$ cat config.mk
export PLATFORM = sky130hd
export DESIGN_NAME = sand_brush_painter
export DESIGN_NICKNAME = d
export VERILOG_FILES = /design/src/rtl/sand_brush_painter.sv
export SDC_FILE = /design/constraint.sdc
export NUM_CORES = 1
export LEC_CHECK = 0
export CELL_PAD_IN_SITES_DETAIL_PLACEMENT = 1
export CELL_PAD_IN_SITES_GLOBAL_PLACEMENT = 2
export CORE_MARGIN = 10
export CORE_UTILIZATION = 33
export DETAILED_ROUTE_END_ITERATION = 10
export PLACE_DENSITY_LB_ADDON = 0.15
export RECOVER_POWER = 50
export SLEW_MARGIN = 15
export SYNTH_ARGS = -nofsm -noshare
export SYNTH_HDL_FRONTEND = slang
export SYNTH_SLANG_ARGS = --single-unit
$ cat constraint.sdc
create_clock -name clk_i -period 7.8 [get_ports clk_i]
set_clock_uncertainty 0.05 [all_clocks]
set_input_delay 1.95 -clock clk_i [delete_from_list [all_inputs] [get_ports clk_i]]
set_output_delay 1.95 -clock clk_i [all_outputs]
set_load 0.02 [all_outputs]
$ cat src/rtl/sand_brush_painter.sv
// ---------------------------------------------------------------------------
// sand_brush_painter
//
// Turns a paint request into a burst of cell writes into the game-state RAM.
// A square brush of side 2*BRUSH_RADIUS+1 is centred on the latched cursor.
// Cells are visited in row-major order, starting at the top-left cell.
//
// Each cell normally takes two cycles:
//   READ  : the cell address is presented on the read port.
//   WRITE : the cell is written only if it is empty, or if the stroke erases
//           (material 0).
// Clipped (out-of-range) cells keep their slot but are never read or written.
// The block drives the RAM only while draw_en_i (the controller's grant) is
// high. Losing the grant mid-stroke abandons the stroke.
//
// Optional build macro:
//   BRUSH_OVERWRITE_EN - removes the READ state. Each cell takes one cycle and
//                        is written unconditionally when it is in range.
//
// Ports:
//   clk_i            system clock
//   reset_i          asynchronous active-low reset
//   draw_en_i        RAM-access grant from the game state controller
//   paint_i          user paint request (level)
//   cursor_x_i       cursor column (may exceed the playfield)
//   cursor_y_i       cursor row (may exceed the playfield)
//   material_i       cell value to paint, 0 = erase
//   ram_rd_data_i    RAM read data, one cycle after the read address
//   ram_rd_address_o RAM read address
//   ram_wr_address_o RAM write address
//   ram_wr_data_o    RAM write data
//   ram_wr_en_o      RAM write strobe
//   busy_o           stroke in progress
//   done_o           one-cycle pulse on normal stroke completion
// ---------------------------------------------------------------------------
module sand_brush_painter #(
    parameter int ACTIVE_COLUMNS = 640,
    parameter int ACTIVE_ROWS    = 480,
    parameter int ADDR_WIDTH     = $clog2(ACTIVE_COLUMNS * ACTIVE_ROWS),
    parameter int DATA_WIDTH     = 2,
    parameter int BRUSH_RADIUS   = 2
) (
    input  logic                  clk_i,
    input  logic                  reset_i,
    input  logic                  draw_en_i,
    input  logic                  paint_i,
    input  logic [9:0]            cursor_x_i,
    input  logic [8:0]            cursor_y_i,
    input  logic [DATA_WIDTH-1:0] material_i,
    input  logic [DATA_WIDTH-1:0] ram_rd_data_i,
    output logic [ADDR_WIDTH-1:0] ram_rd_address_o,
    output logic [ADDR_WIDTH-1:0] ram_wr_address_o,
    output logic [DATA_WIDTH-1:0] ram_wr_data_o,
    output logic                  ram_wr_en_o,
    output logic                  busy_o,
    output logic                  done_o
);

    localparam logic signed [10:0] RAD_POS = 11'(BRUSH_RADIUS);
    localparam logic signed [10:0] RAD_NEG = 11'(-BRUSH_RADIUS);

    typedef enum logic [1:0] {
        ST_IDLE  = 2'd0,
        ST_READ  = 2'd1,
        ST_WRITE = 2'd2,
        ST_DONE  = 2'd3
    } state_e;

    state_e                  state_q, state_d;
    logic [9:0]              cx_q, cx_d;
    logic [8:0]              cy_q, cy_d;
    logic [DATA_WIDTH-1:0]   mat_q, mat_d;
    logic signed [10:0]      dx_q, dx_d;
    logic signed [10:0]      dy_q, dy_d;
    logic                    busy_q, busy_d;
    logic                    done_q, done_d;
`ifndef BRUSH_OVERWRITE_EN
    logic                    skip_q, skip_d;
`endif

    logic signed [10:0]      x_s;
    logic signed [10:0]      y_s;
    logic                    in_range_s;
    logic [ADDR_WIDTH-1:0]   addr_s;
    logic                    last_cell_s;
    logic                    wr_ok_s;

    // Current cell coordinates, range test and linear address.
    always_comb begin
        // Signed 11-bit sums: a cursor near the top of its range may wrap
        // negative, which the range test then rejects anyway.
        x_s         = $signed({1'b0, cx_q}) + dx_q;
        y_s         = $signed({2'b00, cy_q}) + dy_q;
        in_range_s  = (x_s[10] == 1'b0) && (int'(x_s) < ACTIVE_COLUMNS) &&
                      (y_s[10] == 1'b0) && (int'(y_s) < ACTIVE_ROWS);
        addr_s      = ADDR_WIDTH'(int'(y_s) * ACTIVE_COLUMNS + int'(x_s));
        last_cell_s = (dx_q == RAD_POS) && (dy_q == RAD_POS);
    end

    // Decide whether the cell in its WRITE slot actually gets written.
    always_comb begin
`ifdef BRUSH_OVERWRITE_EN
        wr_ok_s = (state_q == ST_WRITE) && draw_en_i && in_range_s;
`else
        // Sand only lands in empty cells; erasing always goes through.
        wr_ok_s = (state_q == ST_WRITE) && draw_en_i && !skip_q &&
                  ((ram_rd_data_i == {DATA_WIDTH{1'b0}}) ||
                   (mat_q == {DATA_WIDTH{1'b0}}));
`endif
    end

    // Next-state logic for the stroke sequencer.
    always_comb begin
        state_d = state_q;
        cx_d    = cx_q;
        cy_d    = cy_q;
        mat_d   = mat_q;
        dx_d    = dx_q;
        dy_d    = dy_q;
`ifndef BRUSH_OVERWRITE_EN
        skip_d  = skip_q;
`endif
        case (state_q)
            ST_IDLE: begin
                if (draw_en_i && paint_i) begin
                    cx_d  = cursor_x_i;
                    cy_d  = cursor_y_i;
                    mat_d = material_i;
                    dx_d  = RAD_NEG;
                    dy_d  = RAD_NEG;
`ifdef BRUSH_OVERWRITE_EN
                    state_d = ST_WRITE;
`else
                    state_d = ST_READ;
`endif
                end else begin
                    state_d = ST_IDLE;
                end
            end
            ST_READ: begin
                if (!draw_en_i) begin
                    state_d = ST_IDLE;
                end else begin
`ifndef BRUSH_OVERWRITE_EN
                    skip_d = !in_range_s;
`endif
                    state_d = ST_WRITE;
                end
            end
            ST_WRITE: begin
                if (!draw_en_i) begin
                    state_d = ST_IDLE;
                end else if (last_cell_s) begin
                    state_d = ST_DONE;
                end else begin
                    if (dx_q == RAD_POS) begin
                        dx_d = RAD_NEG;
                        dy_d = dy_q + 11'sd1;
                    end else begin
                        dx_d = dx_q + 11'sd1;
                    end
`ifdef BRUSH_OVERWRITE_EN
                    state_d = ST_WRITE;
`else
                    state_d = ST_READ;
`endif
                end
            end
            ST_DONE: begin
                state_d = ST_IDLE;
            end
            default: begin
                state_d = ST_IDLE;
            end
        endcase
        // Status flags follow the next state so they can be registered.
        busy_d = (state_d == ST_READ) || (state_d == ST_WRITE);
        done_d = (state_d == ST_DONE);
    end

    // State, latched stroke context and registered status flags.
    always_ff @(posedge clk_i or negedge reset_i) begin
        if (!reset_i) begin
            state_q <= ST_IDLE;
            cx_q    <= 10'd0;
            cy_q    <= 9'd0;
            mat_q   <= {DATA_WIDTH{1'b0}};
            dx_q    <= 11'sd0;
            dy_q    <= 11'sd0;
            busy_q  <= 1'b0;
            done_q  <= 1'b0;
`ifndef BRUSH_OVERWRITE_EN
            skip_q  <= 1'b0;
`endif
        end else begin
            state_q <= state_d;
            cx_q    <= cx_d;
            cy_q    <= cy_d;
            mat_q   <= mat_d;
            dx_q    <= dx_d;
            dy_q    <= dy_d;
            busy_q  <= busy_d;
            done_q  <= done_d;
`ifndef BRUSH_OVERWRITE_EN
            skip_q  <= skip_d;
`endif
        end
    end

    // RAM port drive. Everything is forced to zero unless actively used.
    always_comb begin
        ram_rd_address_o = {ADDR_WIDTH{1'b0}};
        ram_wr_address_o = {ADDR_WIDTH{1'b0}};
        ram_wr_data_o    = {DATA_WIDTH{1'b0}};
        ram_wr_en_o      = 1'b0;
`ifndef BRUSH_OVERWRITE_EN
        if ((state_q == ST_READ) && draw_en_i && in_range_s) begin
            ram_rd_address_o = addr_s;
        end else begin
            ram_rd_address_o = {ADDR_WIDTH{1'b0}};
        end
`endif
        if (wr_ok_s) begin
            ram_wr_en_o      = 1'b1;
            ram_wr_address_o = addr_s;
            ram_wr_data_o    = mat_q;
        end else begin
            ram_wr_en_o      = 1'b0;
        end
    end

    assign busy_o = busy_q;
    assign done_o = done_q;

endmodule
==> impl_metrics.toml <==
[timing]
layout_min_cycle_time_ps = 7330
rsz0062_at_grt = "false"
worstMarginPinSlew_ps = 2720
drv_slew = 49
setup_viol = 0
maxSlewHeadroom = -0.815
hold_viol = 0
post-route-period-util = 0.939
clock.fmax_mhz = 136
tns_ps = 0

[critical_path]
reg2regPathDepth = 14
cp.arrival_ps = 5330
crit_required_ps = 5800
critPathKind = "reg2out"
r2r-end = "skip_q"
r2r_slack_ps = 4260
path_max_fanout = 9
r2r_start = "dy_q[1]"
critPathCaptureType = "output pin"
start_kind = "register"

[min_path]
hold_depth = 2
holdPathEnd = "cy_q[7]"
min_from = "cy_q[7]"
hp-class = "reg2reg"

[clock_tree]
clk_latency_ps = 290
h-tree-depth = 2
cts_tree = "yes"
cts_hold_buf = 0
root_buffer = "clkbuf_16"
clk_pin_slew_worst_paths_ps = 70
cts_buffers = 5
clkSinkCount = 48
clockBufferDepth = 2

[synth]
synth_seq_area_share = 0.270
async_flop_share = 1.00
synthCells = 538
avgSynthCellArea_um2 = 8.26
yosysWarnings = 0
synth_cell_types = 63
synth.top_cell.area_share = 0.270
synthMostInstantiatedCell = "nand2_1"
synth_seq_cells = 48
syn-num-nets = 616
synth_common_cells = "95 x nand2_1, 48 x dfrtp_1, 47 x ha_1"
yosys.area.top_type = "dfrtp_1"
synth_area_leaders = "dfrtp_1 27%, ha_1 13%, nand2_1 8.0%, xnor2_1 4.1%, xor2_1 3.7%"
synthFlopType = "dfrtp_1"
synth_edf_count = 0
syn_area_um2 = 4440

[die]
row_count = 42
start_util = 0.337
die_x_um = 136
io_pins = 70
design.core.area_um2 = 13200
dieArea_um2 = 18500
die_h_um = 136

[global_routing]
grt_pass1_wl_mm = 22.0
antenna_found_initial = 0
grtUsageTotal = 0.145
met2_usage = 0.239
grt_busiest_layer = "met2"
grt_max_degree = 49
met3_usage = 0.0273
grt_pass1_vias = 4315
use_met1 = 0.192
grt_overflow_total = 0

[final_layout]
drive_gt1_frac = 0.0821
final_util = 0.417
syn_to_final_growth_pct = 23.9
n_antenna_cell = 0
num-fill-cells = 1580
fin_nets = 686
design_area_um2 = 5500

[route]
num_vias = 4056
drc = 0
firstDrtPassIters = 4
detail_route.wirelength_mm = 13.2
drt_iter0_drc = 152
antenna_left = 0
via_per_inst = 5.17
wl_per_cell_um = 16.8

[outcome]
violations = "capacitance limit, slew limit"
outcome = "complete, but fails checks"

[job]
drv_cap = 1

[place]
gp_congestion = 0.829
dp_hpwl_mm = 10.8
portBuffers = 69
placed_area_um2 = 5330
==> layout by cell type, fill, tap and decap left out, types with 4 or more instances in the layout <==
master           instances
clkdlybuf4s50_1         64
nand4b_1                 4
nand3b_1                 4
o21ai_0                 23
fa_1                     4
and2_1                   5
nor2_1                  42
ha_1                    47
o21bai_1                 5
xor2_1                  19
nand4_1                  9
nand3_1                 13
clkbuf_16                5
nand2_1                 95
o21a_1                  15
nor2_2                  18
nor3_1                   9
buf_4                    4
inv_1                   28
nand2b_1                 5
a21oi_1                 22
o211ai_1                 4
a21o_1                  11
dfrtp_1                 48
nor2b_1                  5
or3_1                    6
and3_1                  12
xnor2_1                 19
==> critical path, cell delays in order (launching register included) <==
cell and delay (ps):
dfrtp_1 470, ha_1 310, a21oi_1 210, o21ai_1 170
o31ai_2 280, a21boi_0 180, o21a_1 220, and2_1 150
or3_1 340, ha_1 310, ha_1 360, a21oi_1 140
o21ai_0 110, xor2_1 160, ha_1 360, o21ai_0 100
nand2b_1 90, o31ai_2 110, xor3_1 290, nor2_2 80
clkdlybuf4s50_1 610
==> through the flow <==
stage          hold WS (ps)  instances  setup WS, ps
2_1_floorplan           402        538          1400
3_3_place_gp            418        777           555
3_5_place_dp            424        777           388
4_1_cts                 441        785          26.0
5_1_grt                 465        785          31.6
6_report                436        785           474
==> worst max-delay path by stage <==
| stage | from | end | slack [ps] | cells past startpoint |
|---|---|---|---|---|
| finish | dy_q[1] | ram_rd_address_o[18] | 470 | 20 |
| global route | dy_q[0] | ram_rd_address_o[18] | 30 | 22 |
| CTS | dy_q[1] | ram_wr_address_o[18] | 30 | 21 |
| detailed placement | dy_q[0] | ram_wr_address_o[18] | 390 | 23 |
| global placement | dy_q[0] | ram_wr_address_o[18] | 550 | 23 |
| floorplan | dy_q[1] | ram_wr_address_o[18] | 1400 | 20 |
==> sequential cells by signal (all words and copies together), names as in the netlist <==
register and flops:
cy_q 9, skip_q 1, mat_q 2, busy_o 1, state_q 2, cx_q 10, dx_q 11, dy_q 11
done_o 1
==> what timing repair did <==
| action | 4_1_cts | 5_1_grt |
|---|---|---|
| buffers inserted | 0 | 0 |
| setup endpoints to repair | 0 | 2 |
| gates resized for setup | 0 | 7 |
==> cell type report <==
cell class              instances  area (um2)  area share
well taps                     176         220      0.0400
inverters                      28         105      0.0191
flip-flops and latches         48        1200       0.218
multi-input cells             451        3090       0.562
clock inverters                 2        35.0     0.00637
clock buffers                   6         129      0.0234
repair buffers                 74         722       0.131
==> per-layer routing <==
layer / wire, um / part of all wire
met4: 130 / 0.0098
met2: 6030 / 0.46
met3: 591 / 0.045
met1: 6460 / 0.49
met5: 0 / 0
==> kinds of logic (layout without fill, tap and decap cells) <==
family          Yosys count  in the layout  share of synthesized area
simple gates            240            240                      0.268
compound gates          117            117                      0.185
fa+ha+maj                51             51                      0.150
flops                    48             48                      0.270
xor+xnor                 41             41                     0.0842
buf+inv                  39            110                     0.0366
mux                       2              2                    0.00479
Power is left out: the tool's default activity adds up to more than one toggle a clock period on the data nets, which glitch-free logic cannot reach.
